==> config.mk <==
export PLATFORM = sky130hd
export DESIGN_NAME = seq_multiplier
export DESIGN_NICKNAME = d
export VERILOG_FILES = /design/src/rtl/seq_mult_pkg.sv /design/src/rtl/seq_multiplier.sv
export SDC_FILE = /design/constraint.sdc
export NUM_CORES = 1
export LEC_CHECK = 0
export BUFFER_PORTS_ARGS = -buffer_cell sky130_fd_sc_hd__buf_2
export CORE_MARGIN = 8
export CORE_UTILIZATION = 54
export CTS_BUF_LIST = sky130_fd_sc_hd__clkbuf_2
export CTS_CLUSTER_DIAMETER = 150
export DETAILED_ROUTE_END_ITERATION = 16
export PLACE_DENSITY = 0.84
export SLEW_MARGIN = 20
export SYNTH_ARGS = -nofsm -noshare
export SYNTH_HDL_FRONTEND = slang
export SYNTH_SLANG_ARGS = --single-unit
==> constraint.sdc <==
create_clock -name clk -period 1.8 [get_ports clk]
set_input_delay 0.09 -clock clk [delete_from_list [all_inputs] [get_ports clk]]
set_output_delay 0.09 -clock clk [all_outputs]
set_load 0.02 [all_outputs]
==> src/rtl/seq_mult_pkg.sv <==
`default_nettype none
// ============================================================================
//  Module      : seq_mult_pkg
//  Description : Shared types and helpers for the sequential shift-add
//                multiplier (FSM state encoding, counter width helper).
//  Revision    : 1.0  - initial release
// ============================================================================
package seq_mult_pkg;

    typedef enum logic [1:0] {
        IDLE = 2'd0,
        CALC = 2'd1,
        DONE = 2'd2
    } seq_mult_state_t;

    // Bits needed for a down-counter that starts at width-1; never below 1.
    function automatic int cnt_width(input int width);
        return (width > 2) ? $clog2(width) : 1;
    endfunction

endpackage
`default_nettype wire

==> src/rtl/seq_multiplier.sv <==
`default_nettype none
// ============================================================================
//  Module      : seq_multiplier
//  Description : Sequential shift-add multiplier. Captures a/b on an accepted
//                start, walks one multiplier bit per clock and presents the
//                registered product with a one-cycle done pulse.
//                Optional macro SEQ_MULT_SIGNED_EN selects two's-complement
//                operands (sign-magnitude internally); default is unsigned.
//  Revision    : 1.0  - initial release
// ============================================================================
module seq_multiplier
    import seq_mult_pkg::*;
#(
    parameter int INPUT_WIDTH  = 4,
    parameter int OUTPUT_WIDTH = INPUT_WIDTH * 2
) (
    input  logic                    clk,
    input  logic                    rst_n,
    input  logic                    start,
    input  logic [INPUT_WIDTH-1:0]  a,
    input  logic [INPUT_WIDTH-1:0]  b,
    output logic                    busy,
    output logic                    done,
    output logic [OUTPUT_WIDTH-1:0] product
);

    localparam int                CNT_W      = cnt_width(INPUT_WIDTH);
    localparam logic [CNT_W-1:0]  c_cnt_init = CNT_W'(INPUT_WIDTH - 1);

    generate
        if (INPUT_WIDTH < 2) begin : g_bad_input_width
            $error("seq_multiplier: INPUT_WIDTH must be >= 2");
        end
        if (OUTPUT_WIDTH < 2 * INPUT_WIDTH) begin : g_bad_output_width
            $error("seq_multiplier: OUTPUT_WIDTH must be >= 2*INPUT_WIDTH");
        end
    endgenerate

    seq_mult_state_t         r_state;
    seq_mult_state_t         w_state_next;
    logic                    w_accept;
    logic                    w_last;
    logic                    r_busy;
    logic                    r_done;
    logic [OUTPUT_WIDTH-1:0] r_acc;
    logic [OUTPUT_WIDTH-1:0] r_mcand;
    logic [OUTPUT_WIDTH-1:0] r_product;
    logic [OUTPUT_WIDTH-1:0] w_acc_next;
    logic [OUTPUT_WIDTH-1:0] w_result;
    logic [INPUT_WIDTH-1:0]  r_mplier;
    logic [INPUT_WIDTH-1:0]  w_mag_a;
    logic [INPUT_WIDTH-1:0]  w_mag_b;
    logic [CNT_W-1:0]        r_cnt;

    assign w_last     = (r_cnt == '0);
    // Multiplicand register is pre-shifted each cycle, so it already sits at
    // the current bit index when added.
    assign w_acc_next = r_mplier[0] ? (r_acc + r_mcand) : r_acc;

`ifdef SEQ_MULT_SIGNED_EN
    logic r_sign;

    // Most negative value negates to itself, which is its correct unsigned magnitude.
    assign w_mag_a  = a[INPUT_WIDTH-1] ? -a : a;
    assign w_mag_b  = b[INPUT_WIDTH-1] ? -b : b;
    // Full-width negation yields the sign-extended two's-complement product.
    assign w_result = r_sign ? -w_acc_next : w_acc_next;

    // Result sign is captured alongside the operand magnitudes.
    always_ff @(posedge clk or negedge rst_n) begin
        if (!rst_n) begin
            r_sign <= 1'b0;
        end else if (w_accept) begin
            r_sign <= a[INPUT_WIDTH-1] ^ b[INPUT_WIDTH-1];
        end
    end
`else
    assign w_mag_a  = a;
    assign w_mag_b  = b;
    assign w_result = w_acc_next;
`endif

    // State register plus registered status flags derived from the next state.
    always_ff @(posedge clk or negedge rst_n) begin
        if (!rst_n) begin
            r_state <= IDLE;
            r_busy  <= 1'b0;
            r_done  <= 1'b0;
        end else begin
            r_state <= w_state_next;
            r_busy  <= (w_state_next == CALC);
            r_done  <= (w_state_next == DONE);
        end
    end

    // Next-state logic; start is only honoured in IDLE and DONE.
    always_comb begin
        w_state_next = r_state;
        w_accept     = 1'b0;
        case (r_state)
            IDLE: begin
                if (start) begin
                    w_accept     = 1'b1;
                    w_state_next = CALC;
                end
            end
            CALC: begin
                if (w_last) begin
                    w_state_next = DONE;
                end
            end
            DONE: begin
                if (start) begin
                    w_accept     = 1'b1;
                    w_state_next = CALC;
                end else begin
                    w_state_next = IDLE;
                end
            end
            default: w_state_next = IDLE;
        endcase
    end

    // Shift-add datapath: load on accept, one multiplier bit per CALC cycle,
    // product captured only on the final bit.
    always_ff @(posedge clk or negedge rst_n) begin
        if (!rst_n) begin
            r_acc     <= '0;
            r_mcand   <= '0;
            r_mplier  <= '0;
            r_cnt     <= '0;
            r_product <= '0;
        end else if (w_accept) begin
            r_acc     <= '0;
            r_mcand   <= OUTPUT_WIDTH'(w_mag_a);
            r_mplier  <= w_mag_b;
            r_cnt     <= c_cnt_init;
        end else if (r_state == CALC) begin
            r_acc     <= w_acc_next;
            r_mcand   <= r_mcand << 1;
            r_mplier  <= r_mplier >> 1;
            r_cnt     <= r_cnt - 1'b1;
            if (w_last) begin
                r_product <= w_result;
            end
        end
    end

    assign busy    = r_busy;
    assign done    = r_done;
    assign product = r_product;

endmodule
`default_nettype wire
==> results.json, run 1 <==
{
  "status": "finished, violations left",
  "violations": "negative setup slack",
  "cts_tree": "built",
  "antenna_found_initial": 0,
  "worstMarginPinSlew_ps": 740,
  "insertion_delay_ps": 400,
  "synth.ff_latch_count": 34,
  "root_buffer": "clkbuf_2",
  "layout.nets": 257,
  "min_period_over_period_pct": 103,
  "dieWidth_um": 75.1,
  "ir_worst_vdd_mv": 1.11,
  "viasPerCell": 5.68,
  "ys.flop_type": "dfrtp_1",
  "switchingPower_mw": 2.03,
  "clk_path_buf_depth": 2,
  "grt_pass1_vias": 1607,
  "clock.fmax_ghz": 0.538,
  "post_synth_num_cell_types": 43,
  "async_reset_ff_share_pct": 100,
  "synth_fa_ha_area_share_pct": 6.37,
  "synth_area_mm2": 0.00189,
  "yosysWarnings": 0,
  "dp_slack_ps": -116,
  "post-route-util_pct": 73.2,
  "rows": 21,
  "antenna_cells": 0,
  "drt_pre_antenna_iters": 4,
  "boundaryPins": 21,
  "worstPathRequired_ps": 2130,
  "whs_ps": 146,
  "io_buffers": 20,
  "rsz0062_at_grt": "yes",
  "start_util_pct": 56.5,
  "overflow": 0,
  "cts_buffers": 5,
  "worst-setup-path-type": "reg -> reg",
  "clock_skew_ps": 14.6,
  "drv_slew": 0,
  "dpl.hpwl_um": 2890,
  "wl_per_cell_um": 16.1,
  "p_seq_share_pct": 30.4,
  "place.gp.congestion": 0.806,
  "area_growth_pct": 29.6,
  "post-route-drc-count": 0,
  "startpoint_type": "register",
  "hold_viol_final": 0,
  "clk_pin_slew_worst_paths_ps": 180,
  "combPwrFrac_pct": 59.1,
  "p_clk_share_pct": 10.6,
  "fin_tns_setup_ps": -259,
  "core_area_mm2": 0.00334,
  "syn-num-nets": 206,
  "syn_area_per_cell_um2": 10.1,
  "postRouteAntennaNets": 0,
  "cts_max_level": 2,
  "maxCapViolCount": 0,
  "muxShareOfSynthArea_pct": 7.96,
  "fin_total_pwr_mw": 4.72,
  "yosysSeqAreaShare_pct": 45.1,
  "cellLeakagePower_nw": 1.19,
  "drive_gt1_share_pct": 30.7,
  "die-area_mm2": 0.00564,
  "synth_top_family_by_area": "compound AO/OA/AOI/OAI gates",
  "setup_violations": 6,
  "grt_max_degree": 35,
  "die_h_um": 75.1,
  "clock_sinks": 34,
  "powerDensity_mw_per_mm2": 1930,
  "min_path_type": "in -> reg",
  "arrival_ps": 2190,
  "worst-path-max-fanout": 3,
  "slew_headroom_pct": 50.7,
  "wl_um": 4570,
  "synth_xor_area_share_pct": 2.32,
  "setup_slack_ps": -58.3,
  "period_minus_slack_ps": 1860,
  "vias": 1613,
  "synth_compound_area_share_pct": 18.4,
  "p_sw_share_pct": 43.1,
  "synth_simple_gate_area_share_pct": 15.9,
  "grt_pass1_wl_um": 7560,
  "track_usage_pct": 17.7,
  "end_kind": "register",
  "drt_iter0_markers": 87,
  "p_int_mw": 2.68,
  "synth_cells": 186,
  "synth-edff-count": 0
}
-- per-stage QoR --
stage | cell area, um2 | cells
floorplan | 1890 | 186
global placement | 2160 | 262
detailed placement | 2160 | 262
CTS | 2400 | 282
global route | 2440 | 284
finish | 2440 | 284
-- cells in the final DEF (no fill, tap or decap), types with 3 or more instances in the layout --
cell type      Yosys  layout
buf_2              4      20
ha_4               0       3
nand2b_1           4       4
nand2_1           15      15
buf_4              1      25
a21oi_1           12       8
nand3_1            8       8
o21ai_1            9       9
ha_1               8       5
nor2b_1            7       7
mux2i_1           15      15
dfrtp_1           34      33
a211oi_1           6       6
a22o_1             4       4
inv_1              4       4
clkbuf_2           0       5
o21ai_0            7       6
a21oi_2            0       3
a31o_1             3       3
dlygate4sd3_1      0       9
and3_1             5       5
nor3_1             4       4
-- power by group through the flow --
stage          combinational [mW]  clock (mW)  sequential [mW]
2_1_floorplan                1.64           0             1.42
3_3_place_gp                 2.37           0             1.38
3_5_place_dp                 2.46           0             1.41
4_1_cts                      2.63       0.505             1.41
5_1_grt                      3.04       0.544             1.48
6_report                     2.79       0.499             1.43
-- cell families after synthesis --
logic type / after synthesis
AND/OR/NAND/NOR: 53
buffers and inverters: 17
flip-flops: 34
multiplexers: 15
AO/OA/AOI/OAI: 53
XOR/XNOR: 5
adder cells (fa/ha/maj): 9
-- worst max-delay path: stages, from the launching register on --
cell and delay (ps):
dfrtp_1 460, ha_4 200, fa_2 370, a21oi_4 200
o21bai_1 110, xor2_1 200, mux2i_1 100, o21ai_1 150
-- area by class of cell --
cell class | instances | area (um2)
Timing Repair Buffer | 56 | 400
Clock buffer | 5 | 25.0
Inverter | 5 | 18.8
Fill cell | 260 | 893
Sequential cell | 34 | 852
Tap cell | 46 | 57.6
Clock inverter | 3 | 40.0
Multi-Input combinational cell | 135 | 1050
-- registers in the layout (all words and copies together), names as in the netlist --
signal / flops
done: 1
r_mcand: 8
r_mplier: 4
busy: 1
r_state: 2
product: 8
r_cnt: 2
r_acc: 8
-- routing by layer --
metal | vias up | track usage, % | share of wire, %
met5 | - | 0 | 0
met4 | 0 | 8.26 | 3.0
met3 | 14 | 5.59 | 7.0
met2 | 58 | 28.6 | 47
met1 | 763 | 20.8 | 43
li1 | 778 | - | -
-- synthesized netlist by cell type, drive strengths merged (2+ instances only) --
cell type / number / area, um2
o211ai: 2 / 15.0
and3: 5 / 31.3
inv: 5 / 18.8
xor2: 2 / 17.5
o21ai: 16 / 80.1
ha: 8 / 100
a211oi: 7 / 57.6
nand2b: 4 / 25.0
nor3: 5 / 30.0
nor3b: 2 / 15.0
nand3: 8 / 40.0
clkbuf: 6 / 22.5
buf: 6 / 31.3
and2: 2 / 12.5
nor2b: 8 / 52.6
a31o: 3 / 26.3
xnor2: 3 / 26.3
dfrtp: 34 / 851
a21oi: 12 / 60.1
nand2: 15 / 56.3
a22o: 4 / 35.0
mux2i: 15 / 150
-- worst paths after layout --
path | from | endpoint | slack (ps) | depth (start not counted)
max in group asynchronous | rst_n | r_acc[1] | 1030 | 2
min in group asynchronous | rst_n | product[1] | 260 | 2
max | r_mcand[0] | product[4] | -60 | 7
min | start | r_mplier[3] | 150 | 3
min reg2reg | product[3] | product[3] | 500 | 2
max reg2reg | r_mcand[0] | product[4] | -60 | 7
-- what timing repair did --
action / in CTS / in global routing
endpoints found under the hold margin: 42 / 0
pin swaps: 7 / 12
resized for setup: 10 / 6
setup buffers: 3 / 2
hold buffers: 9 / 0
setup endpoints to repair: 5 / 6
Note: power is estimated with default switching activity, not from simulation.
==> run 2: changes to the inputs <==
--- a/config.mk
+++ b/config.mk
@@ -5,7 +5,7 @@
 export SDC_FILE = /design/constraint.sdc
 export NUM_CORES = 1
 export LEC_CHECK = 0
-export BUFFER_PORTS_ARGS = -buffer_cell sky130_fd_sc_hd__buf_2
+export BUFFER_PORTS_ARGS = -buffer_cell sky130_fd_sc_hd__buf_4
 export CORE_MARGIN = 8
 export CORE_UTILIZATION = 54
 export CTS_BUF_LIST = sky130_fd_sc_hd__clkbuf_2
==> run 2 against run 1 <==
Effect of this change:
- the flow still finishes with violations (negative setup slack)
- worst hold slack got worse by 140 ps
- critical path depth did not move
- clock skew rose by 1.9 ps
- maximum frequency rose by 1.7%
- critical path type unchanged
- wire length fell by 3.0%
- sequential power barely moved
- register-to-register slack improved by 30 ps
- sequential share of layout area barely moved
==> results.json, run 2 (synthesis results as in run 1) <==
{
  "period_minus_slack_ps": 1830,
  "core_area_mm2": 0.00334,
  "cpPeakStageDelay_ps": 440,
  "antenna_found_initial": 0,
  "slew_headroom_pct": 71.6,
  "p_clk_share_pct": 7.9,
  "cts_max_level": 2,
  "powerDensity_mw_per_mm2": 1880,
  "rows": 21,
  "p_seq_share_pct": 30.9,
  "cp_slowest_cell": "dfrtp_1",
  "postRouteAntennaNets": 0,
  "hold_viol_final": 0,
  "dp_slack_ps": -103,
  "place.gp.congestion": 0.832,
  "worstPathRequired_ps": 2080,
  "end_kind": "register",
  "maxCapViolCount": 0,
  "clk_path_buf_depth": 2,
  "layout_commonest_cell": "buf_4",
  "cellLeakagePower_nw": 1.16,
  "setup_violations": 1,
  "worstMarginPinSlew_ps": 426,
  "post-route-drc-count": 0,
  "setup_slack_ps": -28.0,
  "n_fill_cell": 248,
  "drive_gt1_share_pct": 31.2,
  "dieWidth_um": 75.1,
  "wl_um": 4440,
  "switchingPower_mw": 2.01,
  "p_int_mw": 2.58,
  "clk_pin_slew_worst_paths_ps": 180,
  "arrival_ps": 2110,
  "min_period_over_period_pct": 102,
  "grt_pass1_vias": 1641,
  "cts_buffers": 5,
  "root_buffer": "clkbuf_2",
  "start_util_pct": 56.5,
  "startpoint_type": "register",
  "drt_iter0_markers": 82,
  "cts_tree": "built",
  "clock_skew_ps": 16.6,
  "fin_total_pwr_mw": 4.59,
  "combPwrFrac_pct": 61.2,
  "viasPerCell": 5.67,
  "min_path_type": "in -> reg",
  "clock.fmax_ghz": 0.547,
  "clock_sinks": 34,
  "insertion_delay_ps": 390,
  "worst-path-max-fanout": 4,
  "final_cell_mix": "44 x buf_4, 34 x dfrtp_1, 15 x mux2i_1, 14 x nand2_1",
  "grt_max_degree": 35,
  "area_growth_pct": 29.5,
  "worst-setup-path-type": "reg -> reg",
  "boundaryPins": 21,
  "drt_pre_antenna_iters": 5,
  "violations": "negative setup slack",
  "die_h_um": 75.1,
  "io_buffers": 20,
  "rsz0062_at_grt": "yes",
  "layout.nets": 253,
  "crit_chain": "buf_6 -> ha_4 -> a211oi_4 -> nor3_2 -> or4_4 -> nand4_1 -> a211o_1",
  "grt_pass1_wl_um": 7420,
  "drv_slew": 0,
  "p_sw_share_pct": 43.8,
  "vias": 1588,
  "track_usage_pct": 17.3,
  "ir_worst_vdd_mv": 1.02,
  "antenna_cells": 0,
  "dpl.hpwl_um": 3130,
  "wl_per_cell_um": 15.8,
  "status": "finished, violations left",
  "overflow": 0,
  "die-area_mm2": 0.00564
}
[run 2: path summary, 6_finish.rpt]
| path | startpoint | end | slack [ps] | depth (start not counted) |
|---|---|---|---|---|
| setup / recovery | r_acc[1] | product[7] | -30 | 7 |
| hold / removal | b[3] | r_mplier[3] | 9 | 3 |
| setup reg to reg | r_acc[1] | product[7] | -30 | 7 |
| hold reg to reg | product[0] | product[0] | 510 | 2 |
| max in group asynchronous | rst_n | r_state[0] | 1330 | 2 |
| min in group asynchronous | rst_n | product[5] | 150 | 2 |
[run 2: power groups by stage]
stage	clock (mW)	combinational [mW]	sequential, mW
2_1_floorplan	0	1.64	1.42
3_3_place_gp	0	2.46	1.37
3_5_place_dp	0	2.58	1.40
4_1_cts	0.371	2.78	1.41
5_1_grt	0.400	3.08	1.46
6_report	0.362	2.81	1.42
[run 2: area by class of cell]
cell class	count	area, um2	share of cell area [%]
multi-input combinational	135	1060	43.6
sequential	34	851	34.9
clock buffer	6	30.0	1.23
tap	46	57.6	2.36
timing repair buffer	52	412	16.9
inverter	5	18.8	0.769
clock inverter	2	8.76	0.359
[run 2: layer usage]
| metal | part of all wire [%] | track usage (%) |
|---|---|---|
| met5 | 0 | 0 |
| met4 | 0.65 | 6.30 |
| met3 | 4.2 | 5.33 |
| met2 | 51 | 28.4 |
| met1 | 44 | 20.6 |
[run 2: worst max-delay path, delay by kind of cell (launching register included)]
| kind | cells | cell delay (ps) |
|---|---|---|
| fa+ha+maj | 1 | 270 |
| flops | 1 | 440 |
| buf+inv | 1 | 130 |
| compound gates | 2 | 300 |
| simple gates | 3 | 590 |
[run 2: repair_timing]
action	CTS	global route
hold buffers	7	0
pin swaps	7	5
endpoints found under the setup margin	4	5
gates resized for setup	12	5
hold endpoints to repair	40	0
gates cloned	0	0
buffers inserted	2	0
[run 2: stage by stage]
step                cell area (um2)  setup TNS (ps)  instances  util [%]  hold slack [ps]
floorplan                      1890               0        186         -             -206
global route                   2440            -183        280      73.2             5.79
global placement               2220           -44.4        263      66.5             51.8
finish                         2440           -28.0        280      73.2             8.68
detailed placement             2220            -265        263      66.5             56.7
CTS                            2420           -8.15        280      72.6             1.35
==> run 3: changes to the inputs <==
--- a/config.mk
+++ b/config.mk
@@ -7,11 +7,12 @@
 export LEC_CHECK = 0
 export BUFFER_PORTS_ARGS = -buffer_cell sky130_fd_sc_hd__buf_4
 export CORE_MARGIN = 8
-export CORE_UTILIZATION = 54
+export CORE_UTILIZATION = 57
 export CTS_BUF_LIST = sky130_fd_sc_hd__clkbuf_2
 export CTS_CLUSTER_DIAMETER = 150
 export DETAILED_ROUTE_END_ITERATION = 16
-export PLACE_DENSITY = 0.84
+export PLACE_DENSITY = 0.85
+export SETUP_SLACK_MARGIN = 0.5
 export SLEW_MARGIN = 20
 export SYNTH_ARGS = -nofsm -noshare
 export SYNTH_HDL_FRONTEND = slang
==> constraint.sdc (replaced) <==
create_clock -name clk -period 2.2 [get_ports clk]
set_input_delay 0.11 -clock clk [delete_from_list [all_inputs] [get_ports clk]]
set_output_delay 0.11 -clock clk [all_outputs]
set_load 0.02 [all_outputs]
==> run 3 against run 2 <==
Effect of this change:
- clock power shrank 17%
- the flow finishes with violations (negative hold slack)
- via count grew 11%
- first-iteration DRC count rose to 2.9 times the previous value
==> results.json, run 3 (synthesis results as in run 1) <==
{
  "cts_buffers": 5,
  "postRouteAntennaNets": 0,
  "met2_length_um": 2810,
  "drt_iter0_markers": 238,
  "period_minus_slack_ps": 1930,
  "cp_slowest_cell": "dfrtp_1",
  "io_buffers": 20,
  "cpPeakStageDelay_ps": 450,
  "stdcell_count": 277,
  "n_fill_cell": 218,
  "clock_skew_ps": 19.8,
  "post-route-drc-count": 0,
  "cts_tree": "built",
  "worstPathRequired_ps": 2490,
  "drt_pre_antenna_iters": 6,
  "start_util_pct": 57.9,
  "startpoint_type": "register",
  "core_area_mm2": 0.00326,
  "combPwrFrac_pct": 63.1,
  "min_path_type": "in -> reg",
  "violations": "negative hold slack",
  "p_int_mw": 2.28,
  "layout_commonest_cell": "buf_4",
  "slew_headroom_pct": 71.0,
  "switchingPower_mw": 1.91,
  "drv_slew": 0,
  "ir_worst_vdd_mv": 0.952,
  "boundaryPins": 21,
  "root_buffer": "clkbuf_2",
  "powerDensity_mw_per_mm2": 1700,
  "p_sw_share_pct": 45.7,
  "clock.fmax_ghz": 0.518,
  "antenna_found_initial": 0,
  "rows": 21,
  "layout.nets": 251,
  "maxCapViolCount": 0,
  "final_cell_mix": "46 x buf_4, 30 x dfrtp_1, 15 x mux2i_1, 14 x nand2_1, 10 x o21ai_1",
  "crit_chain": "ha_4 -> fa_2 -> a21oi_4 -> o21bai_2 -> xor2_2 -> mux2i_1 -> o21ai_1",
  "grt_max_degree": 35,
  "clk_path_buf_depth": 2,
  "grt_pass1_wl_um": 8200,
  "top_layer": "met4",
  "die_h_um": 73.5,
  "clk_pin_slew_worst_paths_ps": 180,
  "dieWidth_um": 73.5,
  "fin_total_pwr_mw": 4.19,
  "track_usage_pct": 20.0,
  "status": "finished, violations left",
  "place_area_mm2": 0.00210,
  "routedLengthMet1_um": 2160,
  "overflow": 0,
  "antenna_cells": 0,
  "insertion_delay_ps": 400,
  "setup_violations": 0,
  "placedCellCount": 245,
  "p_clk_share_pct": 7.1,
  "cellLeakagePower_nw": 1.16,
  "worst-path-max-fanout": 3,
  "p_seq_share_pct": 29.8,
  "area_growth_pct": 31.0,
  "worstMarginPinSlew_ps": 435,
  "dpl.hpwl_um": 2970,
  "die-area_mm2": 0.00540,
  "worst-setup-path-type": "reg -> reg",
  "min_period_over_period_pct": 87.8,
  "end_kind": "register",
  "vias": 1766,
  "cts_max_level": 2,
  "viasPerCell": 6.38,
  "wl_um": 5780,
  "drive_gt1_share_pct": 35.9,
  "clock_sinks": 34,
  "grt_pass1_vias": 1733,
  "place.gp.congestion": 0.824,
  "wl_per_cell_um": 20.9,
  "arrival_ps": 2220,
  "rsz0062_at_grt": "yes",
  "wl_met3_um": 460,
  "whs_ps": -9.98,
  "fin_tns_setup_ps": 0,
  "hold_viol_final": 3,
  "stdcell_area_mm2": 0.00247
}
## run 3: worst max-delay path: cells and delay by family (launching register included)
family,cells,cell delay [ps]
adders and majority gates,2,610
DFF,1,450
AOI/OAI and AO/OA,3,410
xor gates and xnor gates,1,200
muxes,1,170
## run 3: cell type report
class / count / area, um2 / area share, %
multi-input combinational: 135 / 1120 / 45.2
sequential: 34 / 858 / 34.8
timing repair buffer: 50 / 384 / 15.6
tap: 46 / 57.6 / 2.33
clock buffer: 7 / 35.0 / 1.42
inverter: 5 / 18.8 / 0.760
## run 3: power groups by stage
stage | Combinational [mW] | Sequential, mW | Clock [mW]
finish | 2.64 | 1.25 | 0.299
global placement | 1.72 | 1.20 | 0
global route | 2.83 | 1.27 | 0.323
floorplan | 1.36 | 1.16 | 0
detailed placement | 1.81 | 1.22 | 0
CTS | 2.09 | 1.22 | 0.288
## run 3: routing by layer
metal  global-route usage, %  vias to the layer above
met4                    11.3                        0
met3                    6.14                       43
met5                       0                        -
met2                    34.7                      117
li1                        -                      763
met1                    20.6                      843
## run 3: path summary, 6_finish.rpt
path | startpoint | endpoint | slack [ps] | cells after the start
setup / recovery | r_mcand[0] | product[4] | 270 | 7
hold / removal | b[2] | r_mplier[2] | -10 | 3
setup reg to reg | r_mcand[0] | product[4] | 270 | 7
hold reg to reg | product[5] | product[5] | 500 | 2
max in group asynchronous | rst_n | r_acc[1] | 1690 | 2
min in group asynchronous | rst_n | r_mcand[6] | 150 | 2
## run 3: what timing repair did
| item | in CTS | in global routing |
|---|---|---|
| resized for setup | 9 | 15 |
| setup endpoints to repair | 9 | 12 |
| hold buffers | 2 | 0 |
| setup buffers | 12 | 11 |
| hold endpoints to repair | 35 | 0 |
| pin swaps | 10 | 12 |
## run 3: per-stage QoR
step                      util [%]  setup WS (ps)
after floorplan                  -            508
after global placement        64.4            418
after detailed placement      64.4            339
after CTS                     70.9            387
after global routing          75.8            211
final                         75.8            268
